===== src/rtl/cpu_pkg.sv =====
// Shared CPU definitions: load-op encodings, write-back FSM states and
// default datapath widths.
package cpu_pkg;

  localparam int DATA_W_DEF  = 32;
  localparam int RADDR_W_DEF = 5;

  typedef enum logic [2:0] {
    LDOP_LB  = 3'b000,
    LDOP_LBU = 3'b001,
    LDOP_LH  = 3'b010,
    LDOP_LHU = 3'b011,
    LDOP_LW  = 3'b100
  } ldop_e;

  typedef enum logic [1:0] {
    WB_IDLE     = 2'd0,
    WB_WAIT_MEM = 2'd1,
    WB_COMMIT   = 2'd2
  } wb_state_e;

endpackage


===== src/rtl/load_align.sv =====
// Combinational load-data aligner: picks the byte/halfword/word addressed by
// addr_lo out of a little-endian memory word, extends it and flags misalignment.
module load_align
  import cpu_pkg::*;
#(
  parameter int DATA_W = DATA_W_DEF
) (
  input  logic [2:0]        ldop,
  input  logic [1:0]        addr_lo,
  input  logic [DATA_W-1:0] rdata,
  output logic [DATA_W-1:0] ext_value,
  output logic              misaligned
);

  logic [7:0]  byte_v;
  logic [15:0] half_v;

  // NOTE: every output gets a default before the case so no path leaves it
  // unassigned; otherwise synthesis infers a latch.
  always_comb begin
    byte_v     = rdata[{addr_lo, 3'b000} +: 8];
    half_v     = rdata[{addr_lo[1], 4'b0000} +: 16];
    ext_value  = rdata;
    misaligned = (addr_lo != 2'b00);
    case (ldop)
      LDOP_LB: begin
        ext_value  = {{(DATA_W-8){byte_v[7]}}, byte_v};
        misaligned = 1'b0;
      end
      LDOP_LBU: begin
        ext_value  = {{(DATA_W-8){1'b0}}, byte_v};
        misaligned = 1'b0;
      end
      LDOP_LH: begin
        ext_value  = {{(DATA_W-16){half_v[15]}}, half_v};
        misaligned = addr_lo[0];
      end
      LDOP_LHU: begin
        ext_value  = {{(DATA_W-16){1'b0}}, half_v};
        misaligned = addr_lo[0];
      end
      // LW and the reserved encodings 101-111 all take the whole word.
      default: ;
    endcase
  end

endmodule


===== src/rtl/wb_stage.sv =====
// Write-back stage: accepts one retiring instruction, waits for load data if
// needed, then issues a single registered register-file write plus a done pulse.
// Optional retire/exception counters are built when WB_RETIRE_CNT_EN is defined.
module wb_stage
  import cpu_pkg::*;
#(
  parameter int DATA_W  = DATA_W_DEF,
  parameter int RADDR_W = RADDR_W_DEF
) (
  input  logic               clk,
  input  logic               resetn,
  input  logic               in_valid,
  output logic               in_ready,
  input  logic               in_wen,
  input  logic [RADDR_W-1:0] in_waddr,
  input  logic               in_is_load,
  input  logic [2:0]         in_ldop,
  input  logic [1:0]         in_addr_lo,
  input  logic [DATA_W-1:0]  in_result,
  input  logic               mem_rvalid,
  input  logic [DATA_W-1:0]  mem_rdata,
  output logic               wreg,
  output logic [RADDR_W-1:0] waddr,
  output logic [DATA_W-1:0]  wdata,
  output logic               done,
  output logic               exc_adel
`ifdef WB_RETIRE_CNT_EN
  ,
  output logic [31:0]        retire_cnt,
  output logic [15:0]        exc_cnt
`endif
);

  wb_state_e            state_q, state_d;
  logic                 wen_q, wen_d;
  logic [RADDR_W-1:0]   dst_q, dst_d;
  logic [2:0]           ldop_q, ldop_d;
  logic [1:0]           addr_lo_q, addr_lo_d;
  logic                 wreg_q, wreg_d;
  logic [RADDR_W-1:0]   waddr_q, waddr_d;
  logic [DATA_W-1:0]    wdata_q, wdata_d;
  logic                 done_q, done_d;
  logic                 exc_q, exc_d;

  logic [DATA_W-1:0]    ld_value;
  logic                 ld_misaligned;

  load_align #(.DATA_W(DATA_W)) u_load_align (
    .ldop       (ldop_q),
    .addr_lo    (addr_lo_q),
    .rdata      (mem_rdata),
    .ext_value  (ld_value),
    .misaligned (ld_misaligned)
  );

  assign in_ready = (state_q == WB_IDLE) && resetn;

  // Commit outputs are computed on the edge entering COMMIT so they are
  // registered and valid for exactly the one COMMIT cycle.
  always_comb begin
    state_d   = state_q;
    wen_d     = wen_q;
    dst_d     = dst_q;
    ldop_d    = ldop_q;
    addr_lo_d = addr_lo_q;
    wreg_d    = 1'b0;
    waddr_d   = waddr_q;
    wdata_d   = wdata_q;
    done_d    = 1'b0;
    exc_d     = 1'b0;
    case (state_q)
      WB_IDLE: begin
        if (in_valid && in_ready) begin
          wen_d     = in_wen;
          dst_d     = in_waddr;
          ldop_d    = in_ldop;
          addr_lo_d = in_addr_lo;
          if (in_is_load) begin
            state_d = WB_WAIT_MEM;
          end else begin
            state_d = WB_COMMIT;
            wreg_d  = in_wen && (in_waddr != '0);
            waddr_d = in_waddr;
            wdata_d = in_result;
            done_d  = 1'b1;
          end
        end
      end
      WB_WAIT_MEM: begin
        if (mem_rvalid) begin
          state_d = WB_COMMIT;
          wreg_d  = wen_q && (dst_q != '0) && !ld_misaligned;
          waddr_d = dst_q;
          wdata_d = ld_value;
          exc_d   = ld_misaligned;
          done_d  = 1'b1;
        end
      end
      WB_COMMIT: state_d = WB_IDLE;
      default:   state_d = WB_IDLE;
    endcase
  end

  // NOTE: sequential state uses non-blocking assignments so every flop
  // samples pre-edge values regardless of statement order.
  always_ff @(posedge clk or negedge resetn) begin
    if (!resetn) begin
      state_q   <= WB_IDLE;
      wen_q     <= 1'b0;
      dst_q     <= '0;
      ldop_q    <= '0;
      addr_lo_q <= '0;
      wreg_q    <= 1'b0;
      waddr_q   <= '0;
      wdata_q   <= '0;
      done_q    <= 1'b0;
      exc_q     <= 1'b0;
    end else begin
      state_q   <= state_d;
      wen_q     <= wen_d;
      dst_q     <= dst_d;
      ldop_q    <= ldop_d;
      addr_lo_q <= addr_lo_d;
      wreg_q    <= wreg_d;
      waddr_q   <= waddr_d;
      wdata_q   <= wdata_d;
      done_q    <= done_d;
      exc_q     <= exc_d;
    end
  end

  assign wreg     = wreg_q;
  assign waddr    = waddr_q;
  assign wdata    = wdata_q;
  assign done     = done_q;
  assign exc_adel = exc_q;

`ifdef WB_RETIRE_CNT_EN
  logic [31:0] retire_cnt_q;
  logic [15:0] exc_cnt_q;

  always_ff @(posedge clk or negedge resetn) begin
    if (!resetn) begin
      retire_cnt_q <= '0;
      exc_cnt_q    <= '0;
    end else begin
      if (done_q) retire_cnt_q <= retire_cnt_q + 32'd1;
      if (exc_q && (exc_cnt_q != 16'hFFFF)) exc_cnt_q <= exc_cnt_q + 16'd1;
    end
  end

  assign retire_cnt = retire_cnt_q;
  assign exc_cnt    = exc_cnt_q;
`else
  // Counter-free build: no extra ports or state.
`endif

endmodule

===== config.mk =====
export PLATFORM = sky130hd
export DESIGN_NAME = wb_stage
export DESIGN_NICKNAME = d
export VERILOG_FILES = /design/src/rtl/cpu_pkg.sv /design/src/rtl/load_align.sv /design/src/rtl/wb_stage.sv
export SDC_FILE = /design/constraint.sdc
export NUM_CORES = 1
export LEC_CHECK = 0
export BUFFER_PORTS_ARGS = -buffer_cell sky130_fd_sc_hd__buf_2
export CORE_UTILIZATION = 53
export DETAILED_ROUTE_END_ITERATION = 10
export PLACE_DENSITY = 0.95
export SETUP_SLACK_MARGIN = 0.02
export SLEW_MARGIN = 20
export SYNTH_ARGS = -nofsm -noshare
export SYNTH_HDL_FRONTEND = slang
export SYNTH_HIERARCHICAL = 1
export SYNTH_SLANG_ARGS = --single-unit

===== constraint.sdc =====
create_clock -name clk -period 5.54 [get_ports clk]
set_input_delay 0.831 -clock clk [delete_from_list [all_inputs] [get_ports clk]]
set_output_delay 0.831 -clock clk [all_outputs]
set_load 0.01 [all_outputs]

# Yosys cells after proc, flatten, opt, wreduce, memory -nomap -nowiden
# Cells that the tools add are included.
# Widths: inputs -> output; s select.
# totals
elab_cells	60
regBits	53
# classes
shift	2
n_reduce_logical	17
mux	24
eq_ne	7
# ops
cell	n
$pmux 32 s4	1
$mux 32	3
$pmux 32 s2	1
$shiftx 32x6->16	1
$shiftx 32x6->8	1
$mux 5	3
$pmux 5 s2	1
$reduce_bool 5->1	2
$mux 1	8
$eq 3x2->1 const B	2
$mux 2	3
$pmux 1 s2	3
$logic_and 1x1->1	5
$ne 2x2->1 const B	2
$pmux 2 s2	1
$reduce_and 2->1	2
$reduce_and 4->1	1
$reduce_bool 2->1	2
$reduce_or 2->1	2
$eq 3x1->1 const B	1
$logic_not 3->1	1
$eq 2x1->1 const B	1
$logic_not 2->1	1
$ne 2x1->1 const B	1
$logic_not 1->1	1

# Logic depth before layout (Yosys ltp)
# logic_depth
word_depth	7
ltp_mapped	8
ltp_nobuf	6

# Hierarchy
# Netlist, hierarchy kept.
# modules_own_cells
mod	cells_each	n_inst	area_each_um2
wb_stage	193	1	2361.0
load_align	121	1	701.9

# Worst setup path before layout
# OpenSTA, ideal clock, no wires.
# synth_timing
kind	input port to flip-flop
from	input port mem_rdata[7]
to	register wdata_q[16], in the netlist wdata[16]
path_slack_ps	3408
path_stages	7
path_buffers	1
arrival_ps	2010
required_ps	5417
cell_sequence	mux2_4 -> o2bb2ai_2 -> a21oi_4 -> buf_6 -> nand2_1 -> or2_2 -> o221a_2
# synth_between
elab_chain_cells	4
# synth_rtl
item	line	source
start: declaration	wb_stage.sv:21	input logic [DATA_W-1:0] mem_rdata,
$shiftx 32x6->8	load_align.sv:21	byte_v = rdata[{addr_lo, 3'b000} +: 8];
$pmux 32 s4	load_align.sv:25	case (ldop)
via ld_value[16]	wb_stage.sv:45	logic [DATA_W-1:0] ld_value;
$mux 32	wb_stage.sv:90	if (mem_rvalid) begin
$pmux 32 s2	wb_stage.sv:71	case (state_q)
end signal: assignment	wb_stage.sv:126	wdata_q <= wdata_d;
end: declaration	wb_stage.sv:41	logic [DATA_W-1:0] wdata_q, wdata_d;
# The timed path passes the listed nets, and every way through them passes these cells. The select of a mux whose other input is x is not followed.
# A chain may end at the register's enable or synchronous reset.

# Final worst setup path
# layout_timing
from	input port resetn
to	output port in_ready
# layout_between
elab_chain_cells	1
# layout_rtl
item	line	source
start: declaration	wb_stage.sv:11	input logic resetn,
$logic_and 1x1->1	wb_stage.sv:56	assign in_ready = (state_q == WB_IDLE) && resetn;
end: declaration	wb_stage.sv:13	output logic in_ready,
# Every way passes these cells.

==> results.md <==
- Of the total power, combinational logic draws 0.387.
- The initial antenna violation count is 0.
- The Yosys step of the flow raised 6 warnings.
- The x dimension of the die is 78.0 um.
- The final route contains 2865 vias.
- In this design, the stage delay of the slowest critical-path cell is 0.56 ns.
- In the detailed route, the total length drawn on met3 is 680 um.
- The detailed router put a total of roughly 3300 um of wire on met1.
- The share of total power in sequential cells is 0.421.
- The cell at the slowest stage of the critical path is sky130_fd_sc_hd__buf_4.
- The largest total area in the synthesized netlist belongs to sky130_fd_sc_hd__dfrtp_1.
- Counting every net in the synthesized netlist gives 394.
- The row count is 27.
- Of the total synthesized cell area, the portion taken by XOR and XNOR cells is 0.
- The power density relative to cell area is 379 nW/um^2.
- The max-capacitance violation count is 0.
- The most frequent standard cell in the layout excluding fill and tap cells is sky130_fd_sc_hd__buf_2.
- The largest family of logic cells by synthesized area is simple AND/OR/NAND/NOR gates.
- Clock skew on the completed layout was measured at 0.00738 ns.
- The first detailed-routing pass took 4 iterations.
- The critical path endpoint category is an output pin.
- Summing internal, switching and leakage power gives 1.41 mW.
- Summed over all cells, the static leakage comes to 1.79 nW.
- In the final layout, flip-flops and latches occupy between 1000 and 1500 um^2.
- The relative contribution of the clock network to total power is 0.192.
- The type of origin of the critical path is an input pin.
- 0 antenna diodes ended up in the layout.
- Ranked by total cell area, the synthesized netlist is headed by sky130_fd_sc_hd__dfrtp_1 43%, sky130_fd_sc_hd__o221a_2 12%, sky130_fd_sc_hd__nand2_1 9.1%.
- The number of nets in the finished design is 499.
- Counting every instance in the synthesized netlist gives 314.
- Along the worst hold path, the cell count comes to 1.
- The number of global-route vias before repair is 2747.
- In the layout the commonest cells are 120 x sky130_fd_sc_hd__buf_2, 74 x sky130_fd_sc_hd__nand2_1, 53 x sky130_fd_sc_hd__dfrtp_1, 33 x sky130_fd_sc_hd__or2_2, 33 x sky130_fd_sc_hd__o221a_2.
- The die boundary height is 78.0 um.
- The tightest min-delay check is of the flop to flop type.
- The portion of synthesized cell area occupied by the leading cell type is 0.433.
- TritonCTS built the clock tree.
- After global routing the overflow that remains totals 0.
- For the worst-skew pair, the clock arrives at the later sink with an insertion delay of 0.31 ns.
- The flow ran to the end, and the final reports show no timing, DRC or antenna violations.
- The total length of routed wires is 8160 um.
- The max-slew violation count is 0.
- The share of the cycle needed by the critical path after routing is 0.505.
- The fmax is between 0.3 and 0.4 GHz.
- The post-synthesis mux area share is 0.0364.
- The floorplan die area is 6090 um^2.
- The area growth from synthesis to layout is 21.4%.
- Setup violations remaining at the end of the flow were counted as 0.
- The required time reported for the critical path endpoint is 4.71 ns.
- Measured against its own limit, the worst slew margin works out to 0.367.
- The clock edge transition at the registers on the reported setup and hold paths is 0.10 ns.
- The final routed DRC violation total is 0.
- The cell chosen for the clock root is sky130_fd_sc_hd__clkbuf_8.
- Together, buffers and inverters on the worst path number 3.
- The half-perimeter wire length after placement is between 6000 and 7000 um.
- Dividing the detail-routed wire length by the instance count gives 16.6 um.
- In this run the power spent charging and discharging nets is between 0.4 and 0.5 mW.
- The pin count of the biggest net entering global routing is 56.
- The proportion of total power due to net switching is 0.354.
- The total negative setup slack is 0 ns.
- Signal routing reaches up to met4.
- The post-layout minimum cycle time is 2.80 ns.
- The number of fill cells in the layout is around 450.
- The number of clock buffers inserted by TritonCTS is 5.
- Counting flops and latches in the post-synthesis netlist gives 53.
- The worst supply voltage drop on vdd is 0.231 mV.
- The path depth of the worst reg2reg path is 3.
- Internal power comes to 0.911 mW.
- The count of buffers added on input and output ports is 120.
- The arrival time of the worst setup path is 1.97 ns.
- The area of the multi-input gates is 1550 um^2.
- Of the total synthesized cell area, the portion taken by AND, OR, NAND and NOR gates is 0.236.
- The signal on the critical path passes through buf_2 > buf_4 > nor3b_1 > buf_2.
- At the pin with the least slew margin, the transition time is 0.946 ns.
- The initial cell density of the core is 0.553.
- The critical path class is input pin to output pin.
- Buffers inserted to repair hold after CTS numbered 0.
- The family of cells with the greatest summed delay on the critical path is buffers and inverters.
- The fraction of the mapped netlist area in compound gates came to 0.234.
- The count of final hold-check violations is 0.
- The adder-cell share of the synthesized area is 0.
- The core area is 5540 um^2.
- The total number of cells along the worst setup path is 4.
- Once the clock tree was built, the resizer swapped 0 gates to a different size.
- The detail route stage leaves a number of antenna-violating nets equal to 0.
- The maximum level of the CTS H-tree is 2.
- For this run, the total global-route usage over all layers was measured as 0.278.
- Setup repair after global routing left no endpoint under its margin.
- The TritonCTS sink count is 53.
- The number of setup buffers added after CTS is 0.
- The starting DRC count in detailed routing is approximately 350.
- The most numerous cell type found on the critical path is sky130_fd_sc_hd__buf_2.
- The largest fanout on the critical path is 55.
- The global placement routability congestion is approximately 0.87.
- For this run, the register share of the synthesized area comes to 0.433.
- The first global-routing pass estimated 13200 um of wire.
- Counting along the longest clock path gives a buffer depth of 2.
- The mean instance size in the synthesized netlist is 9.75 um^2.
- The post-synthesis instance area is a little over 3000 um^2.
- Of the cells placed in the final design, the portion with a size suffix greater than 1 is 0.507.
- The distinct cell type count of the synthesized netlist is 40.
- During I/O placement, the number of pins put on the boundary was 121.
- The met2 routed wirelength is 3970 um.
- The per-cell via count in the routed design is 5.82.
[registers in the layout, indices dropped and copies added, names as in the netlist, 2 cells and up]
signal and count:
wdata 32, dst_q 5, waddr 5, ldop_q 3
addr_lo_q 2, state_q 2
[metal layers]
metal / global-route usage / vias up
met1: 0.352 / 1382
met2: 0.489 / 144
met5: 0 / -
met3: 0.0453 / 17
met4: 0.0833 / 0
li1: - / 1322
[worst paths after layout]
path / start / slack, ns / to
min: waddr[3] / 0.50 / waddr[3]
max: resetn / 2.74 / in_ready
min in group asynchronous: resetn / 0.71 / wdata[1]
min reg2reg: waddr[3] / 0.50 / waddr[3]
max in group asynchronous: resetn / 4.38 / wdata[13]
max reg2reg: state_q[0] / 3.00 / wdata[30]
[cells by family after synthesis]
family          Yosys count
compound gates           79
buf+inv                  29
flops                    53
mux                      10
simple gates            143
[per-stage QoR]
stage | worst slack [ns] | hold slack, ns | utilization | instance area, um^2 | cells
CTS | 2.70 | 0.507 | 0.671 | 3720 | 492
global route | 2.63 | 0.517 | 0.671 | 3720 | 492
global placement | 2.70 | 0.454 | 0.651 | 3610 | 484
finish | 2.74 | 0.503 | 0.671 | 3720 | 492
floorplan | 3.41 | 0.440 | - | 3060 | 314
detailed placement | 2.57 | 0.481 | 0.651 | 3610 | 484
[cells in the mapped netlist (all sizes together)]
library cell,count
o21ai,15
mux2i,4
nor2,18
or2b,1
or4,2
a21oi,7
a31oi,1
nor3b,2
nand2b,3
o32a,4
and4bb,1
or3b,1
buf,17
nor2b,5
nand4bb,1
nand3b,1
or2,33
o21a,4
nor4,1
inv,4
a22oi,5
a22o,7
clkbuf,8
dfrtp,53
o221a,33
o2bb2ai,1
o32ai,1
nand2,74
o211ai,1
mux2,6
[power by group through the flow]
stage               clock network (mW)  logic, mW  registers, mW
floorplan                            0      0.326          0.623
global placement                     0      0.525          0.596
detailed placement                   0      0.546          0.599
CTS                              0.274      0.546          0.593
global route                     0.284      0.598          0.607
finish                           0.270      0.545          0.594
[cell type report]
type                    instances  share of cell area
clock buffers                   5              0.0185
clock inverters                 3              0.0118
inverters                       4             0.00404
multi-input cells             232               0.417
flip-flops and latches         53               0.357
well taps                      72              0.0242
repair buffers                123               0.168
Note: power is estimated with default switching activity, not from simulation.
